==> src/rtl/fbw_pkg.sv <==
// Shared definitions for the frame-buffer writer: frame geometry, pixel type, FSM states.
package fbw_pkg;

    localparam int unsigned H_PIX     = 320;
    localparam int unsigned V_PIX     = 240;
    localparam int unsigned FRAME_PIX = H_PIX * V_PIX;
    localparam int unsigned ADDR_W    = 17;
    localparam int unsigned DATA_W    = 12;

    // Pixel word {R4,G4,B4}
    typedef logic [DATA_W-1:0] pixel_t;

    typedef enum logic [1:0] {
        ST_IDLE   = 2'd0,
        ST_CLEAR  = 2'd1,
        ST_STREAM = 2'd2
    } fbw_state_e;

    // Checkerboard colour: base colour on even cells, its inverse on odd cells
    function automatic pixel_t checker_pix(pixel_t base, logic odd_cell);
        return odd_cell ? ~base : base;
    endfunction

endpackage

==> src/rtl/fbw_raster_cnt.sv <==
// Raster position counters: x/y and the linear address y*H_PIX+x kept as a running count.
module fbw_raster_cnt #(
    parameter int unsigned H_PIX  = 320,
    parameter int unsigned V_PIX  = 240,
    parameter int unsigned ADDR_W = 17,
    parameter int unsigned X_W    = $clog2(H_PIX),
    parameter int unsigned Y_W    = $clog2(V_PIX)
) (
    input  logic              clk,
    input  logic              rst,
    input  logic              clr,
    input  logic              inc,
    output logic [X_W-1:0]    x,
    output logic [Y_W-1:0]    y,
    output logic [ADDR_W-1:0] addr,
    output logic              last
);

    logic x_end;
    logic y_end;

    assign x_end = (x == X_W'(H_PIX - 1));
    assign y_end = (y == Y_W'(V_PIX - 1));
    assign last  = (addr == ADDR_W'(H_PIX * V_PIX - 1));

    // Advance x, wrap into y at end of line; address runs alongside without a multiply
    always_ff @(posedge clk or negedge rst) begin
        if (!rst) begin
            x    <= '0;
            y    <= '0;
            addr <= '0;
        end else if (clr) begin
            x    <= '0;
            y    <= '0;
            addr <= '0;
        end else if (inc) begin
            if (x_end) begin
                x <= '0;
                y <= y_end ? '0 : y + Y_W'(1);
            end else begin
                x <= x + X_W'(1);
            end
            addr <= last ? '0 : addr + ADDR_W'(1);
        end
    end

endmodule

==> src/rtl/frame_buf_writer.sv <==
// Write-side engine for the display frame buffer: constant/checker fill (CLEAR) or
// valid/ready pixel stream (STREAM), one BRAM port-A write per pixel.
// Build option: FBW_CHECKER_EN makes CLEAR paint an 8x8 checkerboard of clear_color / ~clear_color.
module frame_buf_writer
    import fbw_pkg::*;
#(
    parameter int unsigned H_PIX  = fbw_pkg::H_PIX,
    parameter int unsigned V_PIX  = fbw_pkg::V_PIX,
    parameter int unsigned ADDR_W = fbw_pkg::ADDR_W
) (
    input  logic              clk,
    input  logic              rst,
    input  logic              start_clear,
    input  pixel_t            clear_color,
    input  logic              start_stream,
    input  logic              abort,
    input  logic              pix_valid,
    input  pixel_t            pix_data,
    output logic              pix_ready,
    output logic              wea,
    output logic [ADDR_W-1:0] addra,
    output pixel_t            dina,
    output logic              busy,
    output logic              done
);

    localparam int unsigned X_W = $clog2(H_PIX);
    localparam int unsigned Y_W = $clog2(V_PIX);

    fbw_state_e        state;
    fbw_state_e        state_nxt;
    logic              fin;
    logic              fin_nxt;
    logic              ready_q;
    logic              done_nxt;
    logic              wr_en;
    pixel_t            wr_data;
    pixel_t            color_q;
    pixel_t            fill;
    logic              cnt_clr;
    logic              cnt_inc;
    logic [X_W-1:0]    x;
    logic [Y_W-1:0]    y;
    logic [ADDR_W-1:0] addr;
    logic              last;

    fbw_raster_cnt #(
        .H_PIX  (H_PIX),
        .V_PIX  (V_PIX),
        .ADDR_W (ADDR_W),
        .X_W    (X_W),
        .Y_W    (Y_W)
    ) u_cnt (
        .clk  (clk),
        .rst  (rst),
        .clr  (cnt_clr),
        .inc  (cnt_inc),
        .x    (x),
        .y    (y),
        .addr (addr),
        .last (last)
    );

`ifdef FBW_CHECKER_EN
    // Cell parity from bit 3 of each coordinate gives 8x8 squares
    assign fill = checker_pix(color_q, x[3] ^ y[3]);
`else
    logic unused_xy;
    assign unused_xy = ^{x, y};
    assign fill      = color_q;
`endif

    // Abort withdraws ready in the same cycle so no pixel is taken while leaving
    assign pix_ready = ready_q && !abort;

    // Next-state, counter control and write issue
    always_comb begin
        state_nxt = state;
        fin_nxt   = fin;
        done_nxt  = 1'b0;
        wr_en     = 1'b0;
        wr_data   = fill;
        cnt_clr   = 1'b0;
        cnt_inc   = 1'b0;
        unique case (state)
            ST_IDLE: begin
                if (start_clear) begin
                    state_nxt = ST_CLEAR;
                    cnt_clr   = 1'b1;
                    fin_nxt   = 1'b0;
                end else if (start_stream) begin
                    state_nxt = ST_STREAM;
                    cnt_clr   = 1'b1;
                    fin_nxt   = 1'b0;
                end
            end
            ST_CLEAR, ST_STREAM: begin
                if (abort) begin
                    state_nxt = ST_IDLE;
                    fin_nxt   = 1'b0;
                end else if (fin) begin
                    // Final write is on the port this cycle; report completion next
                    state_nxt = ST_IDLE;
                    fin_nxt   = 1'b0;
                    done_nxt  = 1'b1;
                end else if (state == ST_CLEAR || pix_valid) begin
                    wr_en   = 1'b1;
                    wr_data = (state == ST_CLEAR) ? fill : pix_data;
                    cnt_inc = 1'b1;
                    fin_nxt = last;
                end
            end
            default: begin
                state_nxt = ST_IDLE;
                fin_nxt   = 1'b0;
            end
        endcase
    end

    // State, handshake and BRAM port registers; address/data hold between writes
    always_ff @(posedge clk or negedge rst) begin
        if (!rst) begin
            state   <= ST_IDLE;
            fin     <= 1'b0;
            ready_q <= 1'b0;
            busy    <= 1'b0;
            done    <= 1'b0;
            wea     <= 1'b0;
            addra   <= '0;
            dina    <= '0;
            color_q <= '0;
        end else begin
            state   <= state_nxt;
            fin     <= fin_nxt;
            ready_q <= (state_nxt == ST_STREAM) && !fin_nxt;
            busy    <= (state_nxt != ST_IDLE);
            done    <= done_nxt;
            wea     <= wr_en;
            if (wr_en) begin
                addra <= addr;
                dina  <= wr_data;
            end
            if (state == ST_IDLE && start_clear) begin
                color_q <= clear_color;
            end
        end
    end

endmodule

==> config.mk <==
export PLATFORM = sky130hd
export DESIGN_NAME = frame_buf_writer
export DESIGN_NICKNAME = d
export VERILOG_FILES = /design/src/rtl/fbw_pkg.sv /design/src/rtl/fbw_raster_cnt.sv /design/src/rtl/frame_buf_writer.sv
export SDC_FILE = /design/constraint.sdc
export NUM_CORES = 1
export LEC_CHECK = 0
export CAP_MARGIN = 20
export CORE_MARGIN = 5
export CORE_UTILIZATION = 47
export DETAILED_ROUTE_END_ITERATION = 6
export PLACE_DENSITY = 0.73
export SLEW_MARGIN = 20
export SYNTH_ARGS = -nofsm -noshare
export SYNTH_HDL_FRONTEND = slang
export SYNTH_SLANG_ARGS = --single-unit
==> constraint.sdc <==
create_clock -name clk -period 2.4 [get_ports clk]
set_input_delay 0.48 -clock clk [delete_from_list [all_inputs] [get_ports clk]]
set_output_delay 0.48 -clock clk [all_outputs]
set_load 0.02 [all_outputs]
**Yosys cells after proc, flatten, opt, wreduce, memory -nomap -nowiden**

Index checks and enable logic that the tools add are counted.

- Input port bits: 30
- Output and inout bits: 33
- Register bits: 65

- Add/subtract/negate cells: 1
- Reduce and logical (&&, ||, !) cells: 10
- Eq/ne operators: 4
- Mux-type cells: 29

Operators by type and width:

| operator | count |
|---|---|
| 12-bit 2-to-1 mux | 5 |
| 17-bit 2-to-1 mux | 3 |
| 17-bit by 1-bit adder with 17-bit output (second input constant) | 1 |
| 17-bit == test (second input constant) | 1 |
| 1-bit 2-to-1 mux | 15 |
| 2-bit 2-to-1 mux | 4 |
| 2-bit == test (second input constant) | 2 |
| 2-bit one-hot mux with 2 select lines | 1 |
| 2-bit nonzero test | 2 |
| 1-bit logical AND | 3 |
| 2-bit by 1-bit == test with 1-bit output (second input constant) | 1 |
| 1-bit logical NOT | 2 |
| 2-bit logical NOT | 1 |
| 1-bit one-hot mux with 2 select lines | 1 |
| 2-bit OR reduction | 1 |
| 1-bit logical OR | 1 |

**Depth between registers and ports, before layout**

- Depth in word-level cells: 8
- Gate-level depth with buffers: 9
- Mapped depth without buffers: 7

**Hierarchy**

A second synthesis with hierarchy kept.

- Cells, all modules: 366
- Area, all modules: 4008.8 µm²

By module, submodules not included:

| module | area an instance (µm²) | cells an instance | times used |
|---|---|---|---|
| frame_buf_writer | 2124.5 | 162 | 1 |
| fbw_raster_cnt | 1884.3 | 204 | 1 |

**Least setup slack after synthesis**

Ideal clock, no wire load.

- Path type: register -> register
- Start point: register state[1]
- End point: register u_cnt.addr[14]
- Data arrival time: 1.851 ns
- Clock period less this slack: 1.928 ns
- Library setup time: 0.078 ns
- Cell stages (with the launch flop): 7
- Slack: 0.472 ns
- Path buffers: 0
- Cells stage by stage: dfrtp_1 -> inv_1 -> ha_1 -> nor3b_4 -> nand4_1 -> or4_1 -> a21oi_1

- Longest elaborated chain between the ends: 7

Ends and longest elaborated chain:

| item | RTL line | RTL |
|---|---|---|
| from (decl) | frame_buf_writer.sv:30 | `fbw_state_e state;` |
| from (signal assigned) | frame_buf_writer.sv:133 | `state <= state_nxt;` |
| 2-bit by 1-bit == test with 1-bit output | frame_buf_writer.sv:85, frame_buf_writer.sv:106 |  |
| 1-bit logical OR | frame_buf_writer.sv:106 | `end else if (state == ST_CLEAR \|\| pix_valid) begin` |
| 1-bit 2-to-1 mux | frame_buf_writer.sv:106 |  |
| 1-bit 2-to-1 mux | frame_buf_writer.sv:101 | `end else if (fin) begin` |
| 1-bit 2-to-1 mux | frame_buf_writer.sv:98 | `if (abort) begin` |
| 1-bit 2-to-1 mux | frame_buf_writer.sv:85 | `unique case (state)` |
| 2-bit nonzero test (no line) | -- |  |
| to (signal assigned) | fbw_raster_cnt.sv:43 | `addr <= last ? '0 : addr + ADDR_W'(1);` |
| to (decl) | fbw_raster_cnt.sv:15 | `output logic [ADDR_W-1:0] addr,` |

Parallel ways exist; a longest one is shown, timed or not.
A chain may end at the register's enable or synchronous reset.

**Final worst setup path**

- Start point: register state[1]
- End point: register u_cnt.addr[15]

Same word-level chain as after synthesis.

==> out/results.tsv <==
stage	metric	value	unit
outcome	status	completed	
setup_path	Worst EP required	2.66	ns
clocking	Clock Sinks	65	
floorplan	die width	89.18	µm
routing	Routed WL per cell	15.38	µm
layout	layout cells sized above 1	0.1308	
clocking	Num CTS Buffers	9	
grt	global-route wire length before repair	11220	µm
place	routability cong.	0.8594	
layout	final cell count without fillers	442	
grt	all-layer global routing usage	0.1834	
routing	post-route ant nets	0	
yosys	area leader, netlist	dfrtp_1	
routing	DRT Pass-1 Iters	4	
floorplan	die area	7953	µm²
yosys	Primary FF master, synth	dfrtp_1	
sta	Layout Skew	0.009488	ns
routing	final WL	6799	µm
hold_path	Hold/Removal Path Class	primary input to asynchronous set/reset pin	
routing	vias	2351	
grt	GR Overflow Total	0	
yosys	Area contributors post-synth	dfrtp_1 55%, nand2_1 9.6%, mux2_2 4.6%, mux2i_1 4.1%, o21ai_0 3.4%	
clocking	CTS tree	built	
setup_path	CP Capture Type	flop	
routing	drt initial violations	138	
sta	Final setup viols	0	
yosys	top cell type's share of synthesized area	0.5520	
sta	Final Max Slew Viols	0	
place	Port Buf Inserts	62	
routing	via/cell ratio	5.319	
floorplan	die height	89.18	µm
yosys	asr flop ratio synth	1.000	
yosys	Mapped Area	2947	µm²
power	Tot Pwr	3.840	mW
sta	Final Critical Period	2.237	ns
yosys	top-count cell post-synth	nand2_1	
yosys	Post-Syn Area per Cell	10.23	µm²
sta	Hold Vio Cnt, Final	0	
clocking	setup bufs post-CTS	0	
grt	antenna violations before repair	0	
yosys	sequential fraction of the synthesis area	0.5520	
clocking	Hold-fix buffers, CTS	0	
yosys	yosys warns	0	
sta	Hold WS	0.1862	ns
clocking	Bufs on Longest Clock Path	2	
yosys	Seq cells post-synth	65	
clocking	clock transition at the registers of the reported paths	0.07	ns
clocking	post_cts resized	0	
yosys	syn nets	322	
layout	Syn-to-layout area delta	33.04	%
run	Max Cap Violations	0	
grt	largest net degree at the start of global routing	35	
layout	Diodes inserted	0	
clocking	clk_lat worst skew	0.34	ns
place	DP Cell Count	424	
yosys	synth cell count leaders	75 x nand2_1, 65 x dfrtp_1, 20 x o21ai_0	
clocking	Root Buffer	clkbuf_8	
sta	Slew HR	0.7118	
power	Pleak	1.781	nW
yosys	Post-synth EDFFs	0	
routing	DRC violations left	0	
floorplan	top-level I/O count	63	
yosys	Mapped Cells	288	
floorplan	row count	28	
setup_path	Critical Setup Path Class	flop to flop	
setup_path	worst-path fanout max	8	
clocking	H-tree levels	3	
sta	slew of the pin with the lowest slew margin	0.4323	ns
yosys	Distinct cells, synth	39	
place	DP HPWL	4697	µm
setup_path	startpoint class of the critical path	flop	
power	power density over cell area	979.6	nW/µm²
layout	NumNets Final	396	
sta	fmax	447.0	MHz
grt	vias in the first global route	2297	
floorplan	core area	6026	µm²
power	VDD IR-drop max	0.0005933	V
setup_path	Crit path arrival time	2.50	ns
floorplan	Initial Utilization	0.4890	
sta	period utilization	0.9321	
[routing by layer]
metal,part of all wire,track usage
met1,0.44,0.2607
met2,0.48,0.2746
met3,0.065,0.04147
met4,0.011,0.06901
met5,0,0
[final timing paths]
check                          start        endpoint  slack [ns]  cells past startpoint
setup / recovery            state[1]  u_cnt.addr[15]        0.16                      6
hold / removal                   rst        addra[3]        0.19                      2
setup reg to reg            state[1]  u_cnt.addr[15]        0.16                      6
hold reg to reg            addra[14]       addra[14]        0.47                      2
max in group asynchronous        rst         ready_q        1.89                      2
min in group clk           addra[14]       addra[14]        0.47                      2
[placed cells by master (no fill, tap or decap), drive strengths merged, types with 5 or more instances in the layout]
master	count
o31ai	8
or3	5
inv	5
or4	9
buf	14
clkdlybuf4s50	61
a21oi	18
mux2i	12
nand3	8
o21ai	20
mux2	12
nand4	6
clkbuf	12
nand2	75
dfrtp	65
[layout make-up]
type	count	area (µm²)
Clock inverter	4	51.30
Tap cell	75	93.84
Multi-Input combinational cell	206	1249
Sequential cell	65	1627
Fill cell	497	2106
Clock buffer	12	155.1
Timing Repair Buffer	75	725.7
Inverter	5	18.77
[state kept, by name, indices dropped and copies added (netlist names)]
register / cells
busy: 1
ready_q: 1
addra: 17
u_cnt.addr: 17
fin: 1
done: 1
state: 2
wea: 1
dina: 12
color_q: 12
[cell families after synthesis]
| logic type | share of synthesized area |
|---|---|
| simple gates | 0.2055 |
| flops | 0.5520 |
| compound gates | 0.1087 |
| mux | 0.08663 |
| buf+inv | 0.02420 |
| fa+ha+maj | 0.01699 |
| xor+xnor | 0.005946 |
[report_power, final]
| part | internal [mW] | switching [mW] |
|---|---|---|
| Sequential | 1.35 | 0.148 |
| Clock | 0.537 | 0.422 |
| Combinational | 0.648 | 0.730 |
| Total | 2.54 | 1.30 |
[critical path, cell delays in order, from the launching register on]
cell     delay (ns)
dfrtp_1        0.41
inv_1          0.08
ha_1           0.30
nor3b_4        0.34
nand4_1        0.28
or4_1          0.59
a21oi_1        0.17
[metrics by stage]
stage | worst slack [ns] | instance area, µm² | TNS, ns | util
3_3_place_gp | 0.07543 | 3699 | 0 | 0.6138
3_5_place_dp | -0.003755 | 3699 | -0.003755 | 0.6138
6_report | 0.1630 | 3920 | 0 | 0.6505
4_1_cts | 0.1697 | 3905 | 0 | 0.6480
2_1_floorplan | 0.4715 | 2947 | 0 | -
5_1_grt | -0.02705 | 3920 | -0.02705 | 0.6505
No activity file was read; power rests on OpenSTA's default activity.
